$ cat src/rtl/read_write_ram_pkg.sv
// Shared types and default widths for the read-modify-write engine and its RAM.
package read_write_ram_pkg;

    localparam int unsigned ADDR_WIDTH_DEF = 5;
    localparam int unsigned DATA_WIDTH_DEF = 32;

    typedef enum logic [2:0] {
        IDLE,
        READ,
        CAPTURE,
        WRITE,
        DONE
    } state_e;

endpackage

$ cat src/rtl/read_write_ram_if.sv
// Request/completion handshake plus port-0 RAM signals between the engine and a 1R1W RAM.
interface read_write_ram_if #(
    parameter int unsigned ADDR_WIDTH = read_write_ram_pkg::ADDR_WIDTH_DEF,
    parameter int unsigned DATA_WIDTH = read_write_ram_pkg::DATA_WIDTH_DEF
);
    logic                  start;
    logic                  ready;
    logic                  done;
    logic [ADDR_WIDTH-1:0] ram_raddr_0;
    logic [DATA_WIDTH-1:0] ram_rdata_0;
    logic [ADDR_WIDTH-1:0] ram_waddr_0;
    logic                  ram_wen_0;
    logic [DATA_WIDTH-1:0] ram_wdata_0;

    // Engine side
    modport master (
        input  start,
        input  ram_rdata_0,
        output ready,
        output done,
        output ram_raddr_0,
        output ram_waddr_0,
        output ram_wen_0,
        output ram_wdata_0
    );

    // RAM side
    modport slave (
        input  ram_raddr_0,
        output ram_rdata_0,
        input  ram_waddr_0,
        input  ram_wen_0,
        input  ram_wdata_0
    );

endinterface

$ cat src/rtl/read_write_ram.sv
// Single-shot engine: reads SRC_ADDR, adds INCREMENT, writes DST_ADDR, then reports done.
module read_write_ram
    import read_write_ram_pkg::*;
#(
    parameter int unsigned ADDR_WIDTH = ADDR_WIDTH_DEF,
    parameter int unsigned DATA_WIDTH = DATA_WIDTH_DEF,
    parameter int unsigned SRC_ADDR   = 0,
    parameter int unsigned DST_ADDR   = 1,
    parameter int unsigned INCREMENT  = 1
) (
    input logic                clk,
    input logic                rst,
    read_write_ram_if.master   bus
);
    state_e                state_q, state_d;
    logic [DATA_WIDTH-1:0] data_q,  data_d;
    logic                  ready_q, ready_d;
    logic                  done_q,  done_d;
    logic                  wen_q,   wen_d;

    always_ff @(posedge clk or negedge rst) begin
        if (!rst) begin
            state_q <= IDLE;
            data_q  <= '0;
            ready_q <= 1'b1;
            done_q  <= 1'b0;
            wen_q   <= 1'b0;
        end else begin
            state_q <= state_d;
            data_q  <= data_d;
            ready_q <= ready_d;
            done_q  <= done_d;
            wen_q   <= wen_d;
        end
    end

    // Handshake flags are decoded from the next state so they register alongside it
    always_comb begin
        state_d = state_q;
        data_d  = data_q;
        ready_d = 1'b0;
        done_d  = 1'b0;
        wen_d   = 1'b0;

        case (state_q)
            IDLE:    if (bus.start) state_d = READ;
            READ:    state_d = CAPTURE;
            CAPTURE: begin
                data_d  = bus.ram_rdata_0 + DATA_WIDTH'(INCREMENT);
                state_d = WRITE;
            end
            WRITE:   state_d = DONE;
            DONE:    if (bus.start) state_d = READ;
            default: state_d = IDLE;
        endcase

        ready_d = (state_d == IDLE) || (state_d == DONE);
        done_d  = (state_d == DONE);
        wen_d   = (state_d == WRITE);
    end

    assign bus.ready       = ready_q;
    assign bus.done        = done_q;
    assign bus.ram_wen_0   = wen_q;
    assign bus.ram_wdata_0 = data_q;
    assign bus.ram_raddr_0 = ADDR_WIDTH'(SRC_ADDR);
    assign bus.ram_waddr_0 = ADDR_WIDTH'(DST_ADDR);

endmodule

$ cat src/flat_wrapper.sv
// flat-port wrapper written by rule: the top's interface ports become plain ports
module read_write_ram_flat import read_write_ram_pkg::*;
#(
    parameter int unsigned ADDR_WIDTH = ADDR_WIDTH_DEF,
    parameter int unsigned DATA_WIDTH = DATA_WIDTH_DEF,
    parameter int unsigned SRC_ADDR   = 0,
    parameter int unsigned DST_ADDR   = 1,
    parameter int unsigned INCREMENT  = 1
)
  (clk, rst, bus_start, bus_ram_rdata_0, bus_ready, bus_done, bus_ram_raddr_0, bus_ram_waddr_0, bus_ram_wen_0, bus_ram_wdata_0);
  read_write_ram_if #(.ADDR_WIDTH(ADDR_WIDTH), .DATA_WIDTH(DATA_WIDTH)) bus_i ();
  input logic clk;
  input logic rst;
  input wire logic [$bits(bus_i.start)-1:0] bus_start;
  input wire logic [$bits(bus_i.ram_rdata_0)-1:0] bus_ram_rdata_0;
  output wire logic [$bits(bus_i.ready)-1:0] bus_ready;
  output wire logic [$bits(bus_i.done)-1:0] bus_done;
  output wire logic [$bits(bus_i.ram_raddr_0)-1:0] bus_ram_raddr_0;
  output wire logic [$bits(bus_i.ram_waddr_0)-1:0] bus_ram_waddr_0;
  output wire logic [$bits(bus_i.ram_wen_0)-1:0] bus_ram_wen_0;
  output wire logic [$bits(bus_i.ram_wdata_0)-1:0] bus_ram_wdata_0;
  assign bus_i.start = bus_start;
  assign bus_i.ram_rdata_0 = bus_ram_rdata_0;
  assign bus_ready = bus_i.ready;
  assign bus_done = bus_i.done;
  assign bus_ram_raddr_0 = bus_i.ram_raddr_0;
  assign bus_ram_waddr_0 = bus_i.ram_waddr_0;
  assign bus_ram_wen_0 = bus_i.ram_wen_0;
  assign bus_ram_wdata_0 = bus_i.ram_wdata_0;
  read_write_ram #(.ADDR_WIDTH(ADDR_WIDTH), .DATA_WIDTH(DATA_WIDTH), .SRC_ADDR(SRC_ADDR), .DST_ADDR(DST_ADDR), .INCREMENT(INCREMENT)) u_core (.clk(clk), .rst(rst), .bus(bus_i));
endmodule
$ cat config.mk
export PLATFORM = sky130hd
export DESIGN_NAME = read_write_ram_flat
export DESIGN_NICKNAME = d
export VERILOG_FILES = /design/src/rtl/read_write_ram_pkg.sv /design/src/rtl/read_write_ram_if.sv /design/src/rtl/read_write_ram.sv /design/src/flat_wrapper.sv
export SDC_FILE = /design/constraint.sdc
export NUM_CORES = 1
export LEC_CHECK = 0
export BUFFER_PORTS_ARGS = -buffer_cell sky130_fd_sc_hd__buf_2
export CAP_MARGIN = 20
export CELL_PAD_IN_SITES_DETAIL_PLACEMENT = 1
export CELL_PAD_IN_SITES_GLOBAL_PLACEMENT = 1
export CORE_MARGIN = 5
export CORE_UTILIZATION = 38
export DETAILED_ROUTE_END_ITERATION = 12
export PLACE_DENSITY_LB_ADDON = 0.1
export SLEW_MARGIN = 20
export SYNTH_ARGS = -nofsm -noshare
export SYNTH_HDL_FRONTEND = slang
export SYNTH_SLANG_ARGS = --single-unit
$ cat constraint.sdc
create_clock -name clk -period 3.1 [get_ports clk]
set_input_delay 0.775 -clock clk [delete_from_list [all_inputs] [get_ports clk]]
set_output_delay 0.775 -clock clk [all_outputs]
set_load 0.02 [all_outputs]
==> reports/summary.md <==
For the worst setup path, the data arrival time is 2.38 ns. Overall power consumption after layout is estimated at 2.34 mW. Summing all placed instances gives a cell area of 2430 sq um. The chip width was 84.1 um. The type of the setup path with the least slack was input pin to register. The number of clock buffers added by TritonCTS is 5. The cell area after technology mapping was 2090 sq um. Global routing used 15.5% of the available tracks.

After clock tree synthesis, the clock-pin slew on the worst setup and hold paths is 0.08 ns. Clock tree synthesis found a total of 38 sinks. For this run, design rule violations remaining after detail routing come to 0. The worst setup path is captured at a register.

Across all register-to-register paths, the minimum setup slack is 1.60 ns. Sequential standard cell area: 952 sq um. The worst hold path terminates at u_core.bus.ram_wdata_0[17].

Of the cells placed in the final design, the portion with a size suffix greater than 1 is 32.5%. Detailed placement finished with a half-perimeter wire length of 4.02 mm. The tools report the final cell area excluding filler cells as 2550 sq um. In the final layout, the multi-input gates occupy 1030 sq um. For the net total in the final layout, the log shows 327.

The critical path's most frequent cell is nand3_1. The cts-stage hold buffer count is 0, and the maximum fanout count along the critical path is 8. In this run, distinct cell masters in the synthesized netlist total 32.

The total overflow left after global routing is 0. IR analysis of the VDD net gives a maximum drop of 0.377 mV. Between clock sinks in the finished design, the worst skew comes to 0.00915 ns.

The worst path uses 71.8% of the clock period. Across the run, the number of max-cap violations was 0. The clock passes through at most 2 buffers. The run gives 0 as the final number of setup-violating endpoints.

The number of pins exceeding their max-slew limit in the final report was 0; the starting density of the core was 38.6%. The clock root buffer master was clkbuf_8. Based on the critical path, the design can be clocked at up to 450 MHz. The reg-to-reg critical path endpoint was u_core.bus.ram_wdata_0[1]. For the accumulated negative setup slack, the log shows 0 ns. For the pin with the worst max-slew slack, the measured transition is 0.865 ns. TritonCTS built the clock tree.

The min-delay analysis places its worst path in the category register to register. The count of warnings emitted by yosys came out at 0. Routability-driven placement finished with a final weighted congestion of 0.737. The cell count after synthesis came out at 224. The synthesized design contains 38 register bits. The count of buffer and inverter cells on the critical path was 1; the core outline area was 5410 sq um. After layout, the minimum clock period comes to 2.22 ns. The initial antenna violation count is 0, and the total number of placement rows is 27. The largest single stage delay on the critical path is 0.54 ns.

In this run the most critical hold path is launched from u_core.bus.ram_wdata_0[17]. On the critical path the largest part of the delay comes from simple AND/OR/NAND/NOR gates. Setup repair after global routing left no endpoint under its margin. The average cell area after synthesis is 9.32 sq um.

The first-pass GRT wire length was 8.89 mm; the final count of hold timing violations was 0. Number of buffers added on ports: 69. The H-tree was split into 2 levels. The worst register-to-register path has a depth of 5. Pin placement for this block handled 80 I/O pins. The worst setup path is launched from an input pin. The worst hold path was traced through 2 stages.

The first routing iteration left 54 violations. The repair_antennas step left the layout with diodes totalling 0. After synthesis, flip-flops and latches occupy 45.6% of the total area.

The die covers 7070 sq um. The total power density per cell area was 916 nW/um^2. STA puts the critical path data required time at 3.25 ns. Gates resized during post-CTS repair numbered 0.

Among all stages on the critical path, the largest delay is contributed by nor4_4. Fill cells in the final layout number 688. The per-cell routed wire length was 14.1 um; the routed wire length was 5.15 mm. For the via count, the log shows 1744. The utilization of the core after routing was 47.2%; the die boundary height was 84.1 um. Setup slack on the critical path of the routed design comes to 0.876 ns. The run finished with clean final reports. Traced cell by cell, the critical path runs through buf_2 -> ha_1 -> nand3_1 -> nor4_4 -> nand3_1 -> xnor2_1 -> o21ai_0. The relative slew slack is 42.3%.

Before antenna repair, the detailed router went through 4 iterations. Entering global routing, the biggest net connects 65 pins. The tools report the number of global-route vias before repair as 1939. Before CTS, the worst setup slack after placement is 0.517 ns. Number of antenna-violating nets in the routed design: 0.

Launch point of the worst reg-to-reg path: u_core.state_q[1]. The post-CTS setup repair buffer count came out at 0. In the routed layout, each cell is associated on average with a via count of 4.79. The later-pin clock latency in the skew report came out at 0.30 ns. Summed over all cells, the static leakage comes to 1.19 nW. The layout overhead on the synthesized area came out at 22.2%.
==> synth_stat cells, drive strengths merged <==
| cell | number | share of area (%) |
|---|---|---|
| a21oi | 2 | 0.48 |
| and3 | 6 | 1.9 |
| and4 | 1 | 0.48 |
| buf | 10 | 3.6 |
| clkbuf | 7 | 2.3 |
| conb | 2 | 0.36 |
| dfrtp | 37 | 44 |
| dfstp | 1 | 1.3 |
| ha | 1 | 0.60 |
| inv | 6 | 1.1 |
| nand2 | 42 | 7.6 |
| nand2b | 3 | 0.90 |
| nand3 | 12 | 3.1 |
| nand4 | 9 | 3.0 |
| nor2 | 10 | 1.8 |
| nor3 | 2 | 0.96 |
| nor4 | 6 | 3.7 |
| o21ai | 33 | 8.1 |
| or2 | 1 | 0.42 |
| or4 | 1 | 0.54 |
| or4b | 1 | 0.48 |
| xnor2 | 18 | 7.6 |
| xor2 | 13 | 5.5 |
==> area by class of cell <==
| class | instances | share of cell area (%) |
|---|---|---|
| well taps | 72 | 3.53 |
| inverters | 6 | 0.883 |
| multi-input cells | 171 | 40.3 |
| clock inverters | 3 | 1.77 |
| flip-flops and latches | 38 | 37.3 |
| clock buffers | 5 | 2.70 |
| repair buffers | 69 | 13.5 |
==> power by group <==
| group | switching, mW | internal [mW] |
|---|---|---|
| registers | 0.128 | 0.749 |
| logic | 0.694 | 0.334 |
| clock network | 0.193 | 0.239 |
==> metrics by stage <==
stage | hold slack (ns) | cells
finish | 0.481 | 364
global route | 0.509 | 364
CTS | 0.489 | 364
detailed placement | 0.469 | 356
global placement | 0.459 | 356
floorplan | 0.428 | 232
==> metal layers <==
| layer | routed length (um) | GRT usage (%) | vias to the layer above | share of wire, % |
|---|---|---|---|---|
| met3 | 254 | 4.54 | 6 | 4.9 |
| met1 | 2230 | 19.3 | 826 | 43 |
| li1 | - | - | 869 | - |
| met4 | 64 | 4.39 | 0 | 1.2 |
| met2 | 2590 | 26.1 | 43 | 50 |
| met5 | 0 | 0 | - | 0 |
==> worst reg2reg max path, stage by stage, from the launching register on <==
cell and delay (ns):
dfrtp_1 0.44, nand2b_1 0.16, nand2b_4 0.54, inv_1 0.13
nand2_1 0.09, nand2_1 0.05
==> worst max path at each step <==
stage	end	cells after the start	startpoint	slack (ns)
final	u_core.bus.ram_wdata_0[24]	7	bus_ram_rdata_0[0]	0.88
after global routing	u_core.bus.ram_wdata_0[24]	7	bus_ram_rdata_0[0]	0.68
after CTS	u_core.bus.ram_wdata_0[24]	7	bus_ram_rdata_0[0]	0.82
after detailed placement	u_core.bus.ram_wdata_0[24]	7	bus_ram_rdata_0[0]	0.52
after global placement	u_core.bus.ram_wdata_0[24]	7	bus_ram_rdata_0[0]	0.62
after floorplan	u_core.bus.ram_wdata_0[18]	6	bus_ram_rdata_0[0]	1.06
==> registers in the layout (all words and copies together), names as in the netlist <==
| signal | flops |
|---|---|
| u_core.bus.ram_wdata_0 | 32 |
| u_core.state_q | 3 |
| u_core.bus.done | 1 |
| u_core.bus.ram_wen_0 | 1 |
| u_core.bus.ready | 1 |
==> cells by family (layout without fill, tap and decap cells) <==
logic type      Yosys count  in the layout  synth area share [%]
xor+xnor                 31             31                  13.0
other cells               2             10                 0.360
compound gates           35             35                  8.57
fa+ha+maj                 1              1                 0.599
flops                    38             38                  45.6
buf+inv                  23             83                  6.95
simple gates             94             94                  24.9
==> placed cells by master, fill, tap and decap left out, types with 9 or more instances in the layout <==
cell | synthesis | routed
nor2_1 | 10 | 10
buf_2 | 0 | 69
o21ai_1 | 9 | 9
conb_1 | 2 | 10
nand2_1 | 42 | 42
nand3_1 | 11 | 11
o21ai_0 | 23 | 23
dfrtp_1 | 37 | 37
xnor2_1 | 18 | 18
xor2_1 | 13 | 13
Note: power is estimated with default switching activity, not from simulation.
